File: src/rtl/lcd_spi_tx.sv
// lcd_spi_tx: SPI-mode-0 byte transmitter for the LCD panel.
// It also runs the panel hardware-reset sequence and enables the backlight once that sequence is done.
module lcd_spi_tx #(
    parameter int CLK_DIV         = 2,
    parameter int RST_LOW_CYCLES  = 100000,
    parameter int RST_WAIT_CYCLES = 12000000
) (
    input  logic       clk,
    input  logic       rst,
    input  logic       tx_valid,
    output logic       tx_ready,
    input  logic [7:0] tx_data,
    input  logic       tx_dc,
    output logic       init_done,
    output logic       busy,
    output logic       lcd_rst_n_out,
    output logic       lcd_bl_out,
    output logic       lcd_dc_out,
    output logic       lcd_clk_out,
    output logic       lcd_data_out,
    output logic       lcd_cs_n_out
);
    localparam int MAXC = (RST_WAIT_CYCLES > RST_LOW_CYCLES) ? RST_WAIT_CYCLES : RST_LOW_CYCLES;
    localparam int CW   = $clog2(MAXC + 1);
    localparam int DW   = $clog2(CLK_DIV + 1);

    localparam logic [1:0] S_RST_LOW  = 2'd0;
    localparam logic [1:0] S_RST_WAIT = 2'd1;
    localparam logic [1:0] S_IDLE     = 2'd2;
    localparam logic [1:0] S_SHIFT    = 2'd3;

    logic [1:0]    state;
    logic [CW-1:0] cnt;
    logic [DW-1:0] div;
    logic          phase;
    logic [2:0]    bit_idx;
    logic [6:0]    shreg;
    logic          div_end;
    logic          take;

    assign div_end  = div == DW'(CLK_DIV - 1);
    assign tx_ready = (state == S_IDLE) || (state == S_SHIFT && phase && div_end && bit_idx == 3'd0);
    assign take     = tx_valid && tx_ready;

    always_ff @(posedge clk or posedge rst) begin
        if (rst) begin
            state         <= S_RST_LOW;
            cnt           <= '0;
            div           <= '0;
            phase         <= 1'b0;
            bit_idx       <= 3'd0;
            shreg         <= 7'd0;
            init_done     <= 1'b0;
            busy          <= 1'b0;
            lcd_rst_n_out <= 1'b0;
            lcd_bl_out    <= 1'b0;
            lcd_dc_out    <= 1'b0;
            lcd_clk_out   <= 1'b0;
            lcd_data_out  <= 1'b0;
            lcd_cs_n_out  <= 1'b1;
        end else if (take) begin
            // A byte taken in the last high cycle follows on with no gap and no extra SCLK edge
            state        <= S_SHIFT;
            shreg        <= tx_data[6:0];
            lcd_dc_out   <= tx_dc;
            lcd_data_out <= tx_data[7];
            bit_idx      <= 3'd7;
            phase        <= 1'b0;
            div          <= '0;
            lcd_clk_out  <= 1'b0;
            lcd_cs_n_out <= 1'b0;
            busy         <= 1'b1;
        end else begin
            case (state)
                S_RST_LOW: begin
                    cnt <= (cnt == CW'(RST_LOW_CYCLES - 1)) ? '0 : cnt + 1'b1;
                    if (cnt == CW'(RST_LOW_CYCLES - 1)) begin
                        state         <= S_RST_WAIT;
                        lcd_rst_n_out <= 1'b1;
                    end
                end
                S_RST_WAIT: begin
                    cnt <= (cnt == CW'(RST_WAIT_CYCLES - 1)) ? '0 : cnt + 1'b1;
                    if (cnt == CW'(RST_WAIT_CYCLES - 1)) begin
                        state      <= S_IDLE;
                        init_done  <= 1'b1;
                        lcd_bl_out <= 1'b1;
                    end
                end
                S_SHIFT: begin
                    div <= div_end ? '0 : div + 1'b1;
                    if (div_end && !phase) begin
                        phase       <= 1'b1;
                        lcd_clk_out <= 1'b1;
                    end else if (div_end) begin
                        phase       <= 1'b0;
                        lcd_clk_out <= 1'b0;
                        if (bit_idx == 3'd0) begin
                            state        <= S_IDLE;
                            lcd_cs_n_out <= 1'b1;
                            busy         <= 1'b0;
                        end else begin
                            bit_idx      <= bit_idx - 1'b1;
                            lcd_data_out <= shreg[6];
                            shreg        <= {shreg[5:0], 1'b0};
                        end
                    end
                end
                default: ;
            endcase
        end
    end
endmodule

File: config.mk
export PLATFORM = sky130hd
export DESIGN_NAME = lcd_spi_tx
export DESIGN_NICKNAME = d
export VERILOG_FILES = /design/src/rtl/lcd_spi_tx.sv
export SDC_FILE = /design/constraint.sdc
export NUM_CORES = 1
export LEC_CHECK = 0
export BUFFER_PORTS_ARGS = -buffer_cell sky130_fd_sc_hd__clkbuf_2
export CORE_AREA = 2 2 98 72
export CTS_BUF_LIST = sky130_fd_sc_hd__clkbuf_16
export DETAILED_ROUTE_END_ITERATION = 10
export DIE_AREA = 0 0 100 74
export PLACE_DENSITY = 0.55
export SYNTH_ARGS = -nofsm -noshare
export SYNTH_HDL_FRONTEND = slang
export SYNTH_SLANG_ARGS = --single-unit
File: constraint.sdc
create_clock -name clk -period 1.9 [get_ports clk]
set_input_delay 0.095 -clock clk [delete_from_list [all_inputs] [get_ports clk]]
set_output_delay 0.095 -clock clk [all_outputs]
set_load 0.02 [all_outputs]
==> Word-level counts from Yosys, hierarchy flattened <==
Cells that the tools add are included.
{ "totals": {"reg_bits": 45, "inputBits": 12, "out_inout_bits": 9, "elab_cells": 93} }
{ "op_classes": {"addsub": 3, "eq_ne": 13, "muxes": 42, "bitwise_logic": 1, "n_reduce_logical": 22} }
{ "ops": {"columns": ["cell", "n"], "rows": [
  ["two-way mux 24 bit", 2],
  ["one-hot mux 24 bit (2 select lines)", 1],
  ["two-way mux 7 bit", 5],
  ["adder 24 x 1 -> 24 bit, second input constant", 1],
  ["== test 24 x 17 -> 1 bit, second input constant", 1],
  ["== test 24 bit, second input constant", 1],
  ["two-way mux 1 bit", 19],
  ["two-way mux 2 bit", 9],
  ["two-way mux 3 bit", 5],
  ["inequality test 3 bit, second input constant", 4],
  ["AND reduction 4 bit", 2],
  ["nonzero test 2 bit", 4],
  ["one-hot mux 2 bit (3 select lines)", 1],
  ["AND reduction 3 bit", 2],
  ["AND reduction 6 bit", 1],
  ["logical AND 1 bit", 5],
  ["== test 2 x 1 -> 1 bit, second input constant", 2],
  ["== test 2 bit, second input constant", 2],
  ["inequality test 2 bit, second input constant", 2],
  ["AND reduction 2 bit", 2],
  ["nonzero test 4 bit", 1],
  ["zero test 3 bit", 1],
  ["inequality test 3 x 2 -> 1 bit, second input constant", 1],
  ["nonzero test 3 bit", 1],
  ["6 further kinds", 6]
]} }

==> Logic depth before layout (Yosys ltp) <==
Gate-level depths: netlist of run 1.
{ "logic_depth": {"ltp_word": 8, "ltp_mapped": 7} }

==> Worst setup path before layout of run 1 <==
No wires, ideal clock.
{ "synth_timing": {"path_kind": "register -> register", "from": "reg bit_idx[0]", "to": "reg shreg[1]", "setup_time_ns": 0.125, "arrival_time_ns": 1.903, "setup_slack_ns": -0.127, "path_stages_with_launch": 8, "cell_sequence": "dfrtp_1 -> inv_1 -> ha_1 -> nor2b_1 -> nand3_1 -> a21oi_1 -> clkbuf_1 -> mux2_2"} }
{ "synth_via": {"elab_chain_cells": 6} }
{ "synth_lines": {"columns": ["item", "line", "text"], "rows": [
  ["from (decl)", "36", "logic [2:0] bit_idx;"],
  ["from (signal assigned)", "103", "bit_idx <= bit_idx - 1'b1;"],
  ["zero test 3 bit (*)", "42, 98", null],
  ["logical AND 1 bit", "42", "assign tx_ready = (state == S_IDLE) || (state == S_SHIFT && phase && div_end && bit_idx == 3'd0);"],
  ["logical OR 1 bit", "42", null],
  ["logical AND 1 bit", "43", "assign take = tx_valid && tx_ready;"],
  ["inequality test 2 bit (no line) or nonzero test 2 bit (tied branches)", null, null],
  ["AND reduction 4 bit (no line)", null, null],
  ["to (signal assigned)", "64", "shreg <= tx_data[6:0];"],
  ["to (signal assigned)", "105", "shreg <= {shreg[5:0], 1'b0};"],
  ["to (decl)", "37", "logic [6:0] shreg;"]
]} }
Mark *: on every way between the ends. The rest lies on a longest branch, timed or not.
A chain may end at the register's enable or synchronous reset.

==> Worst setup path after layout of run 1 <==
{ "layout_timing": {"from": "reg cnt[0]", "to": "reg cnt[16]"} }
{ "layout_via": {"elab_chain_cells": 3} }
{ "layout_lines": {"columns": ["item", "line", "text"], "rows": [
  ["from (decl)", "33", "logic [CW-1:0] cnt;"],
  ["from (signal assigned)", "76", "cnt <= (cnt == CW'(RST_LOW_CYCLES - 1)) ? '0 : cnt + 1'b1;"],
  ["from (signal assigned)", "83", "cnt <= (cnt == CW'(RST_WAIT_CYCLES - 1)) ? '0 : cnt + 1'b1;"],
  ["adder 24 x 1 -> 24 bit, or another cell as far along", "76, 83", null],
  ["two-way mux 24 bit, on equally long branches", "83, 76", null],
  ["one-hot mux 24 bit (2 select lines) (*)", "74", "case (state)"]
]} }
Marks and branches as above.

==> results of run 1 <==
## flip-flops by register name, indices dropped and copies added, names as in the netlist
signal         count
busy               1
lcd_dc_out         1
phase              1
state              2
lcd_rst_n_out      1
div                2
lcd_bl_out         1
lcd_cs_n_out       1
lcd_data_out       1
cnt               24
bit_idx            3
shreg              7
## per-layer routing
metal | wire length, um | track usage | vias to the layer above
li1 | - | - | 897
met1 | 2612 | 0.2267 | 894
met2 | 2123 | 0.2012 | 33
met3 | 206 | 0.03383 | 5
met4 | 67 | 0.05936 | 0
met5 | 0 | 0 | -
## repair_timing
item                                    CTS  global route
endpoints found under the setup margin    4            14
cloned                                    0             0
endpoints found under the hold margin    21             0
gates resized for setup                   1            10
hold buffers                              1             0
pin swaps                                 2             5
setup buffers                             3             3
## cells by family (layout without fill, tap and decap cells)
family | count (synthesis) | count (layout) | synth area share
simple gates | 88 | 88 | 0.2313
flops | 45 | 45 | 0.4823
compound gates | 31 | 31 | 0.08673
buf+inv | 23 | 71 | 0.04283
mux | 17 | 17 | 0.08083
xor+xnor | 16 | 16 | 0.05996
fa+ha+maj | 3 | 3 | 0.01606
## worst max path at each step
stage	startpoint	cells after the start	to
floorplan	state[1]	6	cnt[23]
CTS	cnt[0]	5	cnt[20]
finish	cnt[0]	5	cnt[16]
global placement	cnt[0]	5	cnt[20]
detailed placement	cnt[0]	5	cnt[20]
global route	cnt[0]	5	cnt[16]
## final cells by class
type / instances / share of cell area
inverter: 11 / 0.01399
timing repair buffer: 52 / 0.1251
multi-input combinational: 155 / 0.3889
sequential: 45 / 0.3821
clock inverter: 3 / 0.01315
clock buffer: 5 / 0.04241
tap: 81 / 0.03435
## power by group
part	leakage (nW)	total, mW	internal (mW)	switching [mW]
clock network	0.0850	0.973	0.613	0.360
registers	0.590	0.958	0.958	0
logic	0.637	0.0377	0.0138	0.0239
## cells in the mapped netlist (all sizes together), types with 4 or more instances
master  instances
a21oi          10
xor2            4
xnor2          12
o31ai           6
dfrtp          44
clkbuf          7
o21ai           4
nor2           15
buf             5
nand4           5
or4             5
mux2           15
nand2          14
nor4            6
nand3          10
inv            11
or2             4
## critical path: stages, from the launching register on
cell	delay [ns]
dfrtp_1	0.41
ha_2	0.20
nand4_1	0.12
or3b_4	0.47
or4_4	0.50
a21oi_2	0.13
## stage by stage
step / instance area (sq um) / util / cells / hold slack, ns / setup WS, ns
after floorplan: 2362 / - / 223 / 0.2256 / -0.06560
after global placement: 2699 / 0.4148 / 337 / 0.1501 / 0.02843
after detailed placement: 2699 / 0.4148 / 337 / 0.1465 / -0.05893
after CTS: 2894 / 0.4448 / 349 / 0.02146 / 0.005524
after global routing: 2950 / 0.4535 / 352 / 0.01961 / -0.09788
final: 2950 / 0.4535 / 352 / 0.02505 / 0.01223
==> impl_metrics.ini, run 1 <==
[run_status]
status = completed

[final_layout]
syn_to_final_growth_pct = 26.23
n_antenna_cell = 0
final_common_cell = dfrtp_1
multiInputGateArea_sq_um = 1147
fillers = 651
layout_common_cells = dfrtp_1 (44), buf_4 (27), clkbuf_2 (20)
regArea_sq_um = 1127
fin_nets = 285
drive_above_1_share = 0.3506

[setup_path]
crit_arrival_ns = 2.10
ff2ff_path_depth = 5
r2r-end = cnt[16]
worst-endpoint-required_ns = 2.11
start_kind = flip-flop
cp_max_fo = 8
r2r_slack_ns = 0.01
worst_setup_path_end_kind = flip-flop
rr_startpoint = cnt[0]
critPathKind = flip-flop to flip-flop

[worst_hold_path]
hold_path_depth = 3
holdPathEnd = shreg[0]
min-delay-start = tx_data[0]
min_path_type = input port to flip-flop

[power_and_ir_drop]
powerDensity_nw_per_um2 = 667.3
p_leak_nw = 1.312
p_total_mw = 1.969
peakVddDrop_v = 0.0002782

[clocking]
cts_tree = yes
clk_path_buf_depth = 2
clkSlewWorstSetupHoldPaths_ns = 0.06
htree_levels = 2
cts_root_buf = clkbuf_16
clock-sinks = 45
clk_latency_ns = 0.29
cts_inserted_buffers = 5

[sta]
setup_tns_ns = 0
worst_pin_slew_ns = 0.5109
period_minus_slack_ns = 1.888
rsz0062_at_grt = yes
slew_violations = 0
hold_violations = 0
setup_viol_count_final = 0
fmaxAchievable_mhz = 529.7
fin_crit_sh = 0.9936
maxSlewHeadroom = 0.6589
skew_ns = 0.004912

[global_routing]
overflow = 0
grt_pass1_vias = 1682
antenna_found_initial = 0
grt_max_degree = 26
groute.usage.overall = 0.1481
grt_pass1_wl_um = 8445

[synth]
synth-edff-count = 0
synthTopCellsByArea = dfrtp_1 (47%), mux2_2 (7.2%), xnor2_1 (4.5%)
synthCells = 223
yosys.area.top_type = dfrtp_1
ys_warn_count = 0
ys_async_sr_fraction = 1.000
synth.distinct_cells = 53
synth_flop_cell = dfrtp_1
synth_area_sq_um = 2337
ys_seq_area_frac = 0.4823
avgSynthCellArea_sq_um = 10.48
syn_nets = 238
synthDominantCellAreaShare = 0.4711
synth_seq_cells = 45

[die]
core-area_sq_um = 6506
die_y_um = 74
num_rows = 25
initial_utilization = 0.3592
pin_count = 21
dieArea_sq_um = 7400
die_w_um = 100

[place]
port_buffers = 20
place_congestion = 0.7976
post-dp-hpwl_um = 3496

[detailed_routing]
drc = 0
final_antenna_net_count = 0
routed_wl_um = 5009
via_per_inst = 5.196
wire_per_inst_um = 14.23
dr.pass1.iters = 4
vias = 1829
first_iter_violations = 77

[run]
maxCapViolCount = 0
Note: power is estimated with default switching activity, not from simulation.
==> run 2, diff against run 1 <==
CORE_AREA = 2 2 87 64   (was 2 2 98 72)
DIE_AREA = 0 0 89 66   (was 0 0 100 74)
PLACE_DENSITY = 0.67   (was 0.55)
==> run 2 against run 1 <==
Register-to-register slack is essentially flat. Largest power group unchanged. Count of clock-buffer cells in the layout is the same. Via count grew 0.33%. Die area shrank 21%. Global-route usage up 4.5 points. Final cell count down 0.57%. Routed wire length up 3.2%. Flip-flop and latch count did not move. Clock power is 14% higher.
==> impl_metrics.ini, run 2 (synthesis gave the netlist of run 1 again) <==
[global_routing]
grt_pass1_vias = 1725
antenna_found_initial = 0
grt_pass1_wl_um = 8590
overflow = 0
groute.usage.overall = 0.1935
grt_max_degree = 26

[setup_path]
cp_cell_sequence = buf_4, nor4bb_1, buf_4, nand4b_1, or2_2, a221o_1
startpoint = cnt[9]
start_kind = flip-flop
worst-endpoint-required_ns = 2.07
rr_startpoint = cnt[9]
critPathKind = flip-flop to flip-flop
crit_arrival_ns = 2.05
worst_setup_path_end_kind = flip-flop
crit_buf_inv = 2
cpMostUsedCell = buf_4
cpMaxStageDelayCell = dfrtp_1
critPathMaxStageDelay_ns = 0.39
crit_family = simple AND/OR/NAND/NOR gates
cp_max_fo = 3

[final_layout]
layout_common_cells = dfrtp_1 (44), buf_4 (36), clkbuf_2 (20)
final_common_cell = dfrtp_1
fillers = 431
top_register = cnt
top_regs = cnt: 24 flops, shreg: 7 flops, bit_idx: 3 flops
syn_to_final_growth_pct = 29.55
largest_register_ffs = 24
n_antenna_cell = 0
fin_nets = 292
post-route-util = 0.5978
drive_above_1_share = 0.3921
stdcell_area_sq_um = 3028

[clocking]
cts_tree = yes
clk_path_buf_depth = 2
htree_levels = 2
clkSlewWorstSetupHoldPaths_ns = 0.06
clock-sinks = 45
cts_root_buf = clkbuf_16
clk_latency_ns = 0.28
cts_inserted_buffers = 5

[detailed_routing]
vias = 1835
dr.pass1.iters = 4
final_antenna_net_count = 0
wire_per_inst_um = 14.77
via_per_inst = 5.243
drc = 0
routed_wl_um = 5171
first_iter_violations = 165

[place]
place_congestion = 0.8034
port_buffers = 20
post-dp-hpwl_um = 3459
placed_cell_area_sq_um = 2705
preCtsSetupSlack_ns = -0.01059

[power_and_ir_drop]
peakVddDrop_v = 0.0003528
p_leak_nw = 1.358
powerDensity_nw_per_um2 = 695.7

[sta]
skew_ns = 0.005243
rsz0062_at_grt = yes
fin_crit_sh = 0.9912
final.setup.worst_slack_ns = 0.01673
slew_violations = 0
setup_tns_ns = 0
hold_violations = 0
maxSlewHeadroom = 0.6353
period_minus_slack_ns = 1.883
setup_viol_count_final = 0
fin_hold_ws_ns = 0.02997
fmaxAchievable_mhz = 531.0
worst_pin_slew_ns = 0.5463

[die]
core-area_sq_um = 5065
dieArea_sq_um = 5874
die_y_um = 66
pin_count = 21
die_w_um = 89
initial_utilization = 0.4615
num_rows = 22

[run]
maxCapViolCount = 0

[run_status]
status = completed

[worst_hold_path]
min-delay-start = tx_data[0]
min_path_type = input port to flip-flop
-- run 2: cell count changes in the layout (fill, tap and decap cells not counted), sizes merged --
cell,change
bufinv,+1
inv,-1
buf,+7
-- run 2: metal layers --
| metal | global-route usage | part of all wire | vias to the layer above |
|---|---|---|---|
| met2 | 0.2873 | 0.46 | 43 |
| met1 | 0.2876 | 0.49 | 869 |
| li1 | - | - | 917 |
| met4 | 0.04664 | 0.0093 | 0 |
| met5 | 0 | 0 | - |
| met3 | 0.04245 | 0.041 | 6 |
-- run 2: layout make-up --
| class | instances | area (sq um) | share of cell area |
|---|---|---|---|
| Multi-Input combinational cell | 155 | 1167 | 0.3855 |
| Inverter | 11 | 41.29 | 0.01364 |
| Clock buffer | 5 | 125.1 | 0.04132 |
| Sequential cell | 45 | 1127 | 0.3723 |
| Tap cell | 72 | 90.09 | 0.02975 |
| Timing Repair Buffer | 59 | 411.6 | 0.1360 |
| Clock inverter | 3 | 65.06 | 0.02149 |
-- run 2: worst min-delay path, stage by stage --
cell	delay (ns)
clkbuf_2	0.08
inv_1	0.04
mux2i_1	0.06
-- run 2: path summary, 6_finish.rpt --
check | end | slack (ns) | depth (start not counted)
worst min register to register | lcd_cs_n_out | 0.46 | 2
worst max-delay path | state[0] | 0.02 | 6
worst min-delay path | shreg[0] | 0.03 | 3
max in group asynchronous | lcd_cs_n_out | 0.87 | 4
min in group asynchronous | state[1] | 0.39 | 3
worst max register to register | state[0] | 0.02 | 6
-- run 2: power breakdown --
| group | switching, mW | internal, mW |
|---|---|---|
| sequential | 0 | 0.958 |
| combinational | 0.0237 | 0.0124 |
| clock | 0.362 | 0.751 |
-- run 2: metrics by stage --
| step | instances | power, mW |
|---|---|---|
| 3_5_place_dp | 332 | 1.012 |
| 5_1_grt | 350 | 2.171 |
| 2_1_floorplan | 223 | 0.9905 |
| 6_report | 350 | 2.107 |
| 4_1_cts | 345 | 2.125 |
| 3_3_place_gp | 332 | 1.012 |
-- run 2: timing repair --
action                                  4_1_cts  5_1_grt
gates cloned                                  0        0
hold endpoints to repair                     23        0
resized for setup                             1       14
buffers inserted                              4        5
pin swaps                                     2        7
hold buffers                                  1        0
endpoints found under the setup margin        4       19
